`src/rtl/mul_unit_seq_if.sv`:
```
// Request/response bundle between the execute stage and the iterative
// multiplier.
//   start  : request a multiply (sampled only when the unit is idle)
//   op     : 00 MUL, 01 SMULH, 10 UMULH, 11 MUL
//   A, B   : multiplicand / multiplier, latched on accept
//   busy   : unit is iterating or finishing; stalls the pipeline
//   done   : one-cycle completion pulse
//   result : registered product slice, held until the next done
interface mul_unit_seq_if #(parameter int N = 64);
  logic         start;
  logic [1:0]   op;
  logic [N-1:0] A;
  logic [N-1:0] B;
  logic         busy;
  logic         done;
  logic [N-1:0] result;

  modport master (output start, op, A, B, input busy, done, result);
  modport slave  (input start, op, A, B, output busy, done, result);
endinterface

```
`src/rtl/mul_unit_seq.sv`:
```
// Iterative radix-2 shift-add multiplier (MUL / SMULH / UMULH).
// Ports:
//   clk   : clock, all state changes on the rising edge
//   reset : synchronous active-high reset, wins over everything
//   bus   : mul_unit_seq_if.slave (start/op/A/B in, busy/done/result out)
// One partial product per cycle. Signed high multiplies run on operand
// magnitudes and apply the sign across the full 2N-bit product at the end.
module mul_unit_seq #(
  parameter int N = 64
) (
  input  logic           clk,
  input  logic           reset,
  mul_unit_seq_if.slave  bus
);
  localparam int CW = $clog2(N) + 1;
  localparam logic [N-1:0]   ONE_N  = N'(1);
  localparam logic [2*N-1:0] ONE_2N = (2*N)'(1);

  typedef enum logic [1:0] {IDLE, BUSY, FINISH} state_e;

  state_e         state_q, state_d;
  logic [1:0]     op_q, op_d;
  logic           sign_q, sign_d;
  logic [2*N-1:0] mcand_q, mcand_d;   // multiplicand, shifted left each iteration
  logic [N-1:0]   mplier_q, mplier_d; // multiplier, shifted right each iteration
  logic [2*N-1:0] acc_q, acc_d;
  logic [CW-1:0]  cnt_q, cnt_d;
  logic [N-1:0]   result_q, result_d;
  logic           done_q, done_d;

  logic           is_smulh;
  logic [N-1:0]   mag_a, mag_b;
  logic [2*N-1:0] prod;
  logic [CW-1:0]  cnt_inc;

  assign is_smulh = (bus.op == 2'b01);
  // |-2^(N-1)| wraps to 2^(N-1), which is still correct as an unsigned N-bit value
  assign mag_a    = (is_smulh && bus.A[N-1]) ? (~bus.A + ONE_N) : bus.A;
  assign mag_b    = (is_smulh && bus.B[N-1]) ? (~bus.B + ONE_N) : bus.B;
  assign prod     = sign_q ? (~acc_q + ONE_2N) : acc_q;
  assign cnt_inc  = cnt_q + CW'(1);

  always_comb begin
    state_d  = state_q;
    op_d     = op_q;
    sign_d   = sign_q;
    mcand_d  = mcand_q;
    mplier_d = mplier_q;
    acc_d    = acc_q;
    cnt_d    = cnt_q;
    result_d = result_q;
    done_d   = 1'b0;
    case (state_q)
      IDLE: begin
        if (bus.start) begin
          op_d     = bus.op;
          mcand_d  = {{N{1'b0}}, mag_a};
          mplier_d = mag_b;
          sign_d   = is_smulh & (bus.A[N-1] ^ bus.B[N-1]);
          acc_d    = '0;
          cnt_d    = '0;
          state_d  = BUSY;
        end
      end
      BUSY: begin
        if (mplier_q[0]) acc_d = acc_q + mcand_q;
        mcand_d  = mcand_q << 1;
        mplier_d = mplier_q >> 1;
        cnt_d    = cnt_inc;
        if (cnt_inc == CW'(N)) state_d = FINISH;
      end
      FINISH: begin
        result_d = (op_q == 2'b01 || op_q == 2'b10) ? prod[2*N-1:N] : prod[N-1:0];
        done_d   = 1'b1;
        state_d  = IDLE;
      end
      default: state_d = IDLE;
    endcase
  end

  always_ff @(posedge clk) begin
    if (reset) begin
      state_q  <= IDLE;
      op_q     <= '0;
      sign_q   <= 1'b0;
      mcand_q  <= '0;
      mplier_q <= '0;
      acc_q    <= '0;
      cnt_q    <= '0;
      result_q <= '0;
      done_q   <= 1'b0;
    end else begin
      state_q  <= state_d;
      op_q     <= op_d;
      sign_q   <= sign_d;
      mcand_q  <= mcand_d;
      mplier_q <= mplier_d;
      acc_q    <= acc_d;
      cnt_q    <= cnt_d;
      result_q <= result_d;
      done_q   <= done_d;
    end
  end

  assign bus.busy   = (state_q != IDLE);
  assign bus.done   = done_q;
  assign bus.result = result_q;
endmodule
```
`src/flat_wrapper.sv`:
```
// flat-port wrapper written by rule: the top's interface ports become plain ports
module mul_unit_seq_flat 
#(
  parameter int N = 64
)
  (clk, reset, bus_start, bus_op, bus_A, bus_B, bus_busy, bus_done, bus_result);
  mul_unit_seq_if #(.N(N)) bus_i ();
  input  logic clk;
  input  logic reset;
  input wire logic [$bits(bus_i.start)-1:0] bus_start;
  input wire logic [$bits(bus_i.op)-1:0] bus_op;
  input wire logic [$bits(bus_i.A)-1:0] bus_A;
  input wire logic [$bits(bus_i.B)-1:0] bus_B;
  output wire logic [$bits(bus_i.busy)-1:0] bus_busy;
  output wire logic [$bits(bus_i.done)-1:0] bus_done;
  output wire logic [$bits(bus_i.result)-1:0] bus_result;
  assign bus_i.start = bus_start;
  assign bus_i.op = bus_op;
  assign bus_i.A = bus_A;
  assign bus_i.B = bus_B;
  assign bus_busy = bus_i.busy;
  assign bus_done = bus_i.done;
  assign bus_result = bus_i.result;
  mul_unit_seq #(.N(N)) u_core (.clk(clk), .reset(reset), .bus(bus_i));
endmodule
```
`config.mk`:
```
export PLATFORM = sky130hd
export DESIGN_NAME = mul_unit_seq_flat
export DESIGN_NICKNAME = d
export VERILOG_FILES = /design/src/rtl/mul_unit_seq_if.sv /design/src/rtl/mul_unit_seq.sv /design/src/flat_wrapper.sv
export SDC_FILE = /design/constraint.sdc
export NUM_CORES = 1
export LEC_CHECK = 0
export ABC_AREA = 0
export CORE_MARGIN = 2
export CORE_UTILIZATION = 55
export CTS_CLUSTER_SIZE = 24
export DETAILED_ROUTE_END_ITERATION = 7
export PLACE_DENSITY = 0.75
export SKIP_CTS_REPAIR_TIMING = 1
export SLEW_MARGIN = 20
export SYNTH_ARGS = -nofsm -noshare
export SYNTH_HDL_FRONTEND = slang
export SYNTH_SLANG_ARGS = --single-unit
```
`constraint.sdc`:
```
create_clock -name clk -period 6.2 [get_ports clk]
set_input_delay 1.24 -clock clk [delete_from_list [all_inputs] [get_ports clk]]
set_output_delay 1.24 -clock clk [all_outputs]
set_load 0.05 [all_outputs]
```
==> impl_metrics.json, run 1 <==
{
  "overflow": 0,
  "cts_buffer_depth": 3,
  "final_util": 0.636,
  "area_delta_synth_final_pct": 13.6,
  "status": "finished clean",
  "ios": 199,
  "drv_cap": 0,
  "skew_ns": 0.0377,
  "place_area_um2": 30300,
  "fin_area_um2": 31900,
  "worst-path-max-fanout": 6,
  "p_leak_nw": 12.1,
  "drv_slew": 0,
  "layout.nets": 4106,
  "grt_max_degree": 117,
  "tns_ns": 0,
  "hp-class": "flip-flop to flip-flop",
  "r2r_end": "u_core.acc_q[124]",
  "fillers": 4701,
  "rsz0062_at_grt": "false",
  "synth_top_area_cell": "dfxtp_1",
  "finalSetupViolCount": 0,
  "dieArea_um2": 52900,
  "numCtsBuffers": 46,
  "syn_inst": 3811,
  "crit_end": "u_core.acc_q[124]",
  "antenna_left": 0,
  "grt_pass1_vias": 25900,
  "antenna_found_initial": 0,
  "max_freq_mhz": 200,
  "io_buffers": 198,
  "wl_met3_mm": 9.19,
  "r2r-start": "u_core.acc_q[0]",
  "cp-start-kind": "flip-flop",
  "grt_usage": 0.344,
  "cts_tree": "yes",
  "antenna-diode-count": 0,
  "syn_nets": 4076,
  "required_ns": 6.74,
  "wl_per_cell_um": 20.6,
  "syn_area_um2": 28100,
  "fp.coreArea_um2": 50300,
  "place_congestion": 1.00,
  "grt_pass1_wl_mm": 147,
  "ys_types": 86,
  "initial_core_util": 0.559,
  "synth-seq-area-share": 0.283,
  "slew_headroom": 0.212,
  "cts.sinks": 397,
  "crit_chain": "ha_1, inv_1, fa_1, nor2b_1, o21ai_0, a21oi_1, a41oi_1, o21bai_1, a41oi_1, o31ai_1, a21oi_1, o2111ai_1, a221oi_1, xor2_1, o21ai_0",
  "max_stage_delay_ns": 0.78,
  "chipHeight_um": 230,
  "drc": 0,
  "ys_seq_elements": 397,
  "dieWidth_um": 230,
  "worst_pin_slew_ns": 1.18,
  "fin_crit_ns": 4.99,
  "cts.clk_slew.worst_paths_ns": 0.06,
  "worstPathArrival_ns": 5.54,
  "drt_wl_total_mm": 93.9,
  "met1_length_mm": 40.4,
  "vdd_drop_max_uv": 192,
  "wl_met2_mm": 39.3,
  "ys_top_cells_by_area": "dfxtp_1, a21oi_1, nand2_1, ha_1, xnor2_1",
  "slowest_stage": "o31ai_1",
  "finalHoldViolations": 0,
  "vias": 28900,
  "hpwl_mm": 71.4,
  "multiInputGateArea_um2": 19100,
  "synth_most_common_cell": "nand2_1",
  "dominantRegCellSynth": "dfxtp_1",
  "h-tree-depth": 2,
  "routed.top_layer": "met4",
  "r2r_cells": 15,
  "vias_per_cell": 6.37,
  "p_per_area_nw_per_um2": 204,
  "ys_top_cells_by_count": "nand2_1, a21oi_1, dfxtp_1, nor2_1, o21ai_0",
  "cts_root_buf": "clkbuf_16",
  "first_pass_iters": 6,
  "avgSynthCellArea_um2": 7.38,
  "cp-end-kind": "flip-flop",
  "critPathKind": "flip-flop to flip-flop",
  "finalCritPeriodShare": 0.806,
  "yosysTopAreaCellShare": 0.283,
  "synthArstFlopShare": 0,
  "final-seq-area_um2": 7950,
  "r2r_slack_ns": 1.21,
  "synth_edf_count": 0,
  "startpoint": "u_core.acc_q[0]",
  "fp-row-count": 82,
  "drt_iter0_drc": 3196,
  "yosysWarnings": 0,
  "drive_gt1_frac": 0.0433,
  "worstSkewPairLatency_ns": 0.61
}
[worst min-delay path by stage]
stage                     startpoint                    end  depth (start not counted)  slack [ns]
2_1_floorplan    u_core.mplier_q[63]    u_core.mplier_q[63]                          2        0.44
3_3_place_gp   u_core.bus.result[61]  u_core.bus.result[61]                          2        0.42
3_5_place_dp   u_core.bus.result[61]  u_core.bus.result[61]                          2        0.43
4_1_cts        u_core.bus.result[61]  u_core.bus.result[61]                          2        0.44
5_1_grt        u_core.bus.result[45]  u_core.bus.result[45]                          1        0.47
6_report       u_core.bus.result[61]  u_core.bus.result[61]                          2        0.43
[worst max-delay path: cells and delay by family (launching register included)]
kind / cells / cell delay [ns]
buf+inv: 1 / 0.06
compound gates: 10 / 3.50
xor+xnor: 1 / 0.16
flops: 1 / 0.44
simple gates: 1 / 0.20
fa+ha+maj: 2 / 0.59
[area by class of cell]
cell class	count	area share
multi-input cells	3111	0.598
clock inverters	13	0.00607
flip-flops and latches	397	0.249
clock buffers	70	0.0439
repair buffers	230	0.0705
well taps	672	0.0263
inverters	55	0.00646
[metal layers]
metal,up-vias,track usage
met3,213,0.0668
met5,-,0
met4,0,0.164
li1,14000,-
met1,13400,0.474
met2,1368,0.514
[registers in the layout (all words and copies together), names as in the netlist]
signal             count
u_core.sign_q          1
u_core.mcand_q       128
u_core.cnt_q           7
u_core.bus.result     64
u_core.bus.done        1
u_core.op_q            2
u_core.acc_q         128
u_core.mplier_q       64
u_core.state_q         2
[stage by stage]
| stage | instances | worst slack (ns) | power, mW | hold slack [ns] |
|---|---|---|---|---|
| after CTS | 4547 | 1.32 | 6.53 | 0.436 |
| final | 4548 | 1.21 | 6.53 | 0.434 |
| after floorplan | 3811 | 2.01 | 3.38 | 0.437 |
| after global routing | 4548 | 0.883 | 6.76 | 0.466 |
| after global placement | 4464 | 1.12 | 3.71 | 0.424 |
| after detailed placement | 4464 | 1.05 | 3.72 | 0.429 |
[where the power goes]
group          switching, mW  internal (mW)  total, mW
logic                  0.633          0.355      0.989
registers             0.0725           2.62       2.70
clock network           1.12           1.72       2.84
[cell families after synthesis]
family                     count (synthesis)  share of synthesized area
and+or+nand+nor                         1325                      0.220
AOI/OAI and AO/OA                       1318                      0.292
DFF                                      397                      0.283
xor gates and xnor gates                 328                      0.102
buffers and inverters                    303                     0.0408
adders and majority gates                132                     0.0590
muxes                                      8                    0.00329
[cell usage in the layout, fill, tap and decap left out, types with 14 or more instances in the layout]
master           synthesis  layout
nand2_1                531     530
a21oi_1                457     457
dfxtp_1                397     396
nor2_1                 293     288
o21ai_0                271     271
clkdlybuf4s50_1          0     197
xnor2_1                180     179
a22oi_1                175     175
xor2_1                 148     147
ha_1                   131     131
nand3_1                111     111
nor3_1                  83      82
nand4_1                 66      66
a21o_1                  65      65
inv_1                   54      54
o31ai_1                 50      50
nor4_1                  46      46
clkbuf_16                0      46
or3_1                   42      42
a31oi_1                 35      35
o211ai_1                33      33
o21bai_1                31      31
buf_4                    1      30
o41ai_1                 29      29
and3_1                  27      27
a22o_1                  26      26
nand2b_1                27      25
or4_1                   21      21
clkbuf_8                 0      16
and2_1                  17      15
a211oi_1                15      15
o22ai_1                 15      15
a221oi_1                15      15
o21a_1                  14      14
Note: power is estimated with default switching activity, not from simulation.
==> inputs of run 2 (changes only) <==
==> constraint.sdc (replaced) <==
create_clock -name clk -period 4.9 [get_ports clk]
set_input_delay 0.98 -clock clk [delete_from_list [all_inputs] [get_ports clk]]
set_output_delay 0.98 -clock clk [all_outputs]
set_load 0.05 [all_outputs]
==> run 2 against run 1 <==
  * First-iteration DRC count decreased by 1.8%
  * Routed wire length grew 1.9%
  * Clock power increased by 22%
  * Clock skew shrank 0.0050 ns
  * Count of clock-buffer cells in the layout down 5
  * Highest routed layer unchanged
  * Combinational power up 27%
  * Cell count rose by 2.0%
  * Core utilization rose by 1.2 points
  * Non-clock buffer count grew 94
  * Maximum frequency increased by 13%
  * Critical path depth increased by 1
  * Sequential share of layout area shrank 0.46 points
==> impl_metrics.json, run 2 (synthesis gave the netlist of run 1 again) <==
{
  "status": "finished clean",
  "final_common_cell": "nand2_1",
  "drt_iter0_drc": 3137,
  "critPathKind": "flip-flop to flip-flop",
  "final_util": 0.647,
  "multiInputGateArea_um2": 19100,
  "rsz0062_at_grt": "false",
  "finalHoldViolations": 0,
  "numCtsBuffers": 45,
  "worstSkewPairLatency_ns": 0.61,
  "timing.hold.ws_ns": 0.434,
  "r2r_cells": 16,
  "cts.clk_slew.worst_paths_ns": 0.06,
  "layout.nets": 4199,
  "io_buffers": 198,
  "hold_end": "u_core.bus.result[61]",
  "reg_top3": "u_core.acc_q (128), u_core.mcand_q (128)",
  "cts_buffer_depth": 3,
  "hold_path.startpoint": "u_core.bus.result[61]",
  "cts.sinks": 397,
  "dp_cells": 4559,
  "cts_tree": "yes",
  "drive_gt1_frac": 0.0648,
  "drt_wl_total_mm": 95.7,
  "fp.coreArea_um2": 50300,
  "wl_per_cell_um": 20.6,
  "vias": 29300,
  "dieWidth_um": 230,
  "worstPathArrival_ns": 4.96,
  "worst-path-max-fanout": 6,
  "final-seq-area_um2": 7950,
  "grt_usage": 0.351,
  "vdd_drop_max_uv": 241,
  "h-tree-depth": 2,
  "finalSetupViolCount": 0,
  "overflow": 0,
  "instances_no_fill": 4639,
  "hpwl_mm": 73.9,
  "first_pass_iters": 6,
  "chipHeight_um": 230,
  "worst_pin_slew_ns": 1.15,
  "cp-start-kind": "flip-flop",
  "p_leak_nw": 12.5,
  "hp-class": "flip-flop to flip-flop",
  "vias_per_cell": 6.31,
  "finalPower_mw": 8.14,
  "fillers": 4534,
  "final_cell_mix": "nand2_1, a21oi_1, dfxtp_1, nor2_1, o21ai_0",
  "area_delta_synth_final_pct": 15.8,
  "r2r-start": "u_core.acc_q[0]",
  "grt_max_degree": 107,
  "r2r_end": "u_core.acc_q[124]",
  "ios": 199,
  "dieArea_um2": 52900,
  "startpoint": "u_core.acc_q[0]",
  "required_ns": 5.43,
  "cts_root_buf": "clkbuf_16",
  "antenna-diode-count": 0,
  "drv_cap": 0,
  "antenna_left": 0,
  "place_congestion": 1.03,
  "p_per_area_nw_per_um2": 250,
  "slew_headroom": 0.236,
  "holdPathStages": 2,
  "antenna_found_initial": 0,
  "grt_pass1_wl_mm": 149,
  "skew_ns": 0.0328,
  "fin_crit_ns": 4.43,
  "finalCritPeriodShare": 0.904,
  "drv_slew": 0,
  "tns_ns": 0,
  "drc": 0,
  "fp-row-count": 82,
  "r2r_slack_ns": 0.47,
  "max_freq_mhz": 226,
  "initial_core_util": 0.559,
  "grt_pass1_vias": 26100,
  "cp-end-kind": "flip-flop"
}
run 2: critical path, cell delays in order (launching register included):
cell and delay (ns):
dfxtp_1 0.44, ha_1 0.22, inv_1 0.06, fa_1 0.38
nor2b_1 0.21, o21ai_0 0.13, a21oi_1 0.17, buf_4 0.16
a41oi_1 0.24, o21bai_1 0.31, a41oi_1 0.42, o31ai_1 0.54
a21oi_1 0.24, o2111ai_1 0.40, a221oi_1 0.17, xor2_1 0.17
o21ai_0 0.13
run 2: per-stage QoR:
| step | area (µm²) | worst slack (ns) |
|---|---|---|
| floorplan | 28100 | 0.974 |
| global placement | 31000 | 0.314 |
| detailed placement | 31000 | 0.287 |
| CTS | 32500 | 0.611 |
| global route | 32500 | 0.249 |
| finish | 32500 | 0.469 |
run 2: layout make-up:
cell class / count / area share
inverter: 55 / 0.00634
tap: 672 / 0.0258
clock buffer: 65 / 0.0406
multi-input combinational: 3111 / 0.587
timing repair buffer: 324 / 0.0901
sequential: 397 / 0.244
clock inverter: 15 / 0.00592
run 2: routing by layer:
| layer | global-route usage | vias to the layer above | wire length, µm |
|---|---|---|---|
| met5 | 0 | - | 0 |
| met4 | 0.176 | 0 | 5160 |
| met3 | 0.0626 | 219 | 9380 |
| met2 | 0.517 | 1347 | 40000 |
| met1 | 0.490 | 13500 | 41100 |
| li1 | - | 14200 | - |
run 2: worst max-delay path by stage:
stage	to	cells past startpoint
5_1_grt	u_core.acc_q[124]	16
6_report	u_core.acc_q[124]	16
3_3_place_gp	u_core.mcand_q[57]	12
2_1_floorplan	u_core.mcand_q[57]	11
4_1_cts	u_core.acc_q[124]	16
3_5_place_dp	u_core.mcand_q[60]	13
run 2: report_power, final:
part	internal [mW]	total, mW	switching, mW	leakage [nW]
Combinational	0.460	1.26	0.802	8.59
Sequential	3.32	3.41	0.0922	3.22
Clock	2.04	3.46	1.42	0.729
Total	5.82	8.14	2.32	12.5
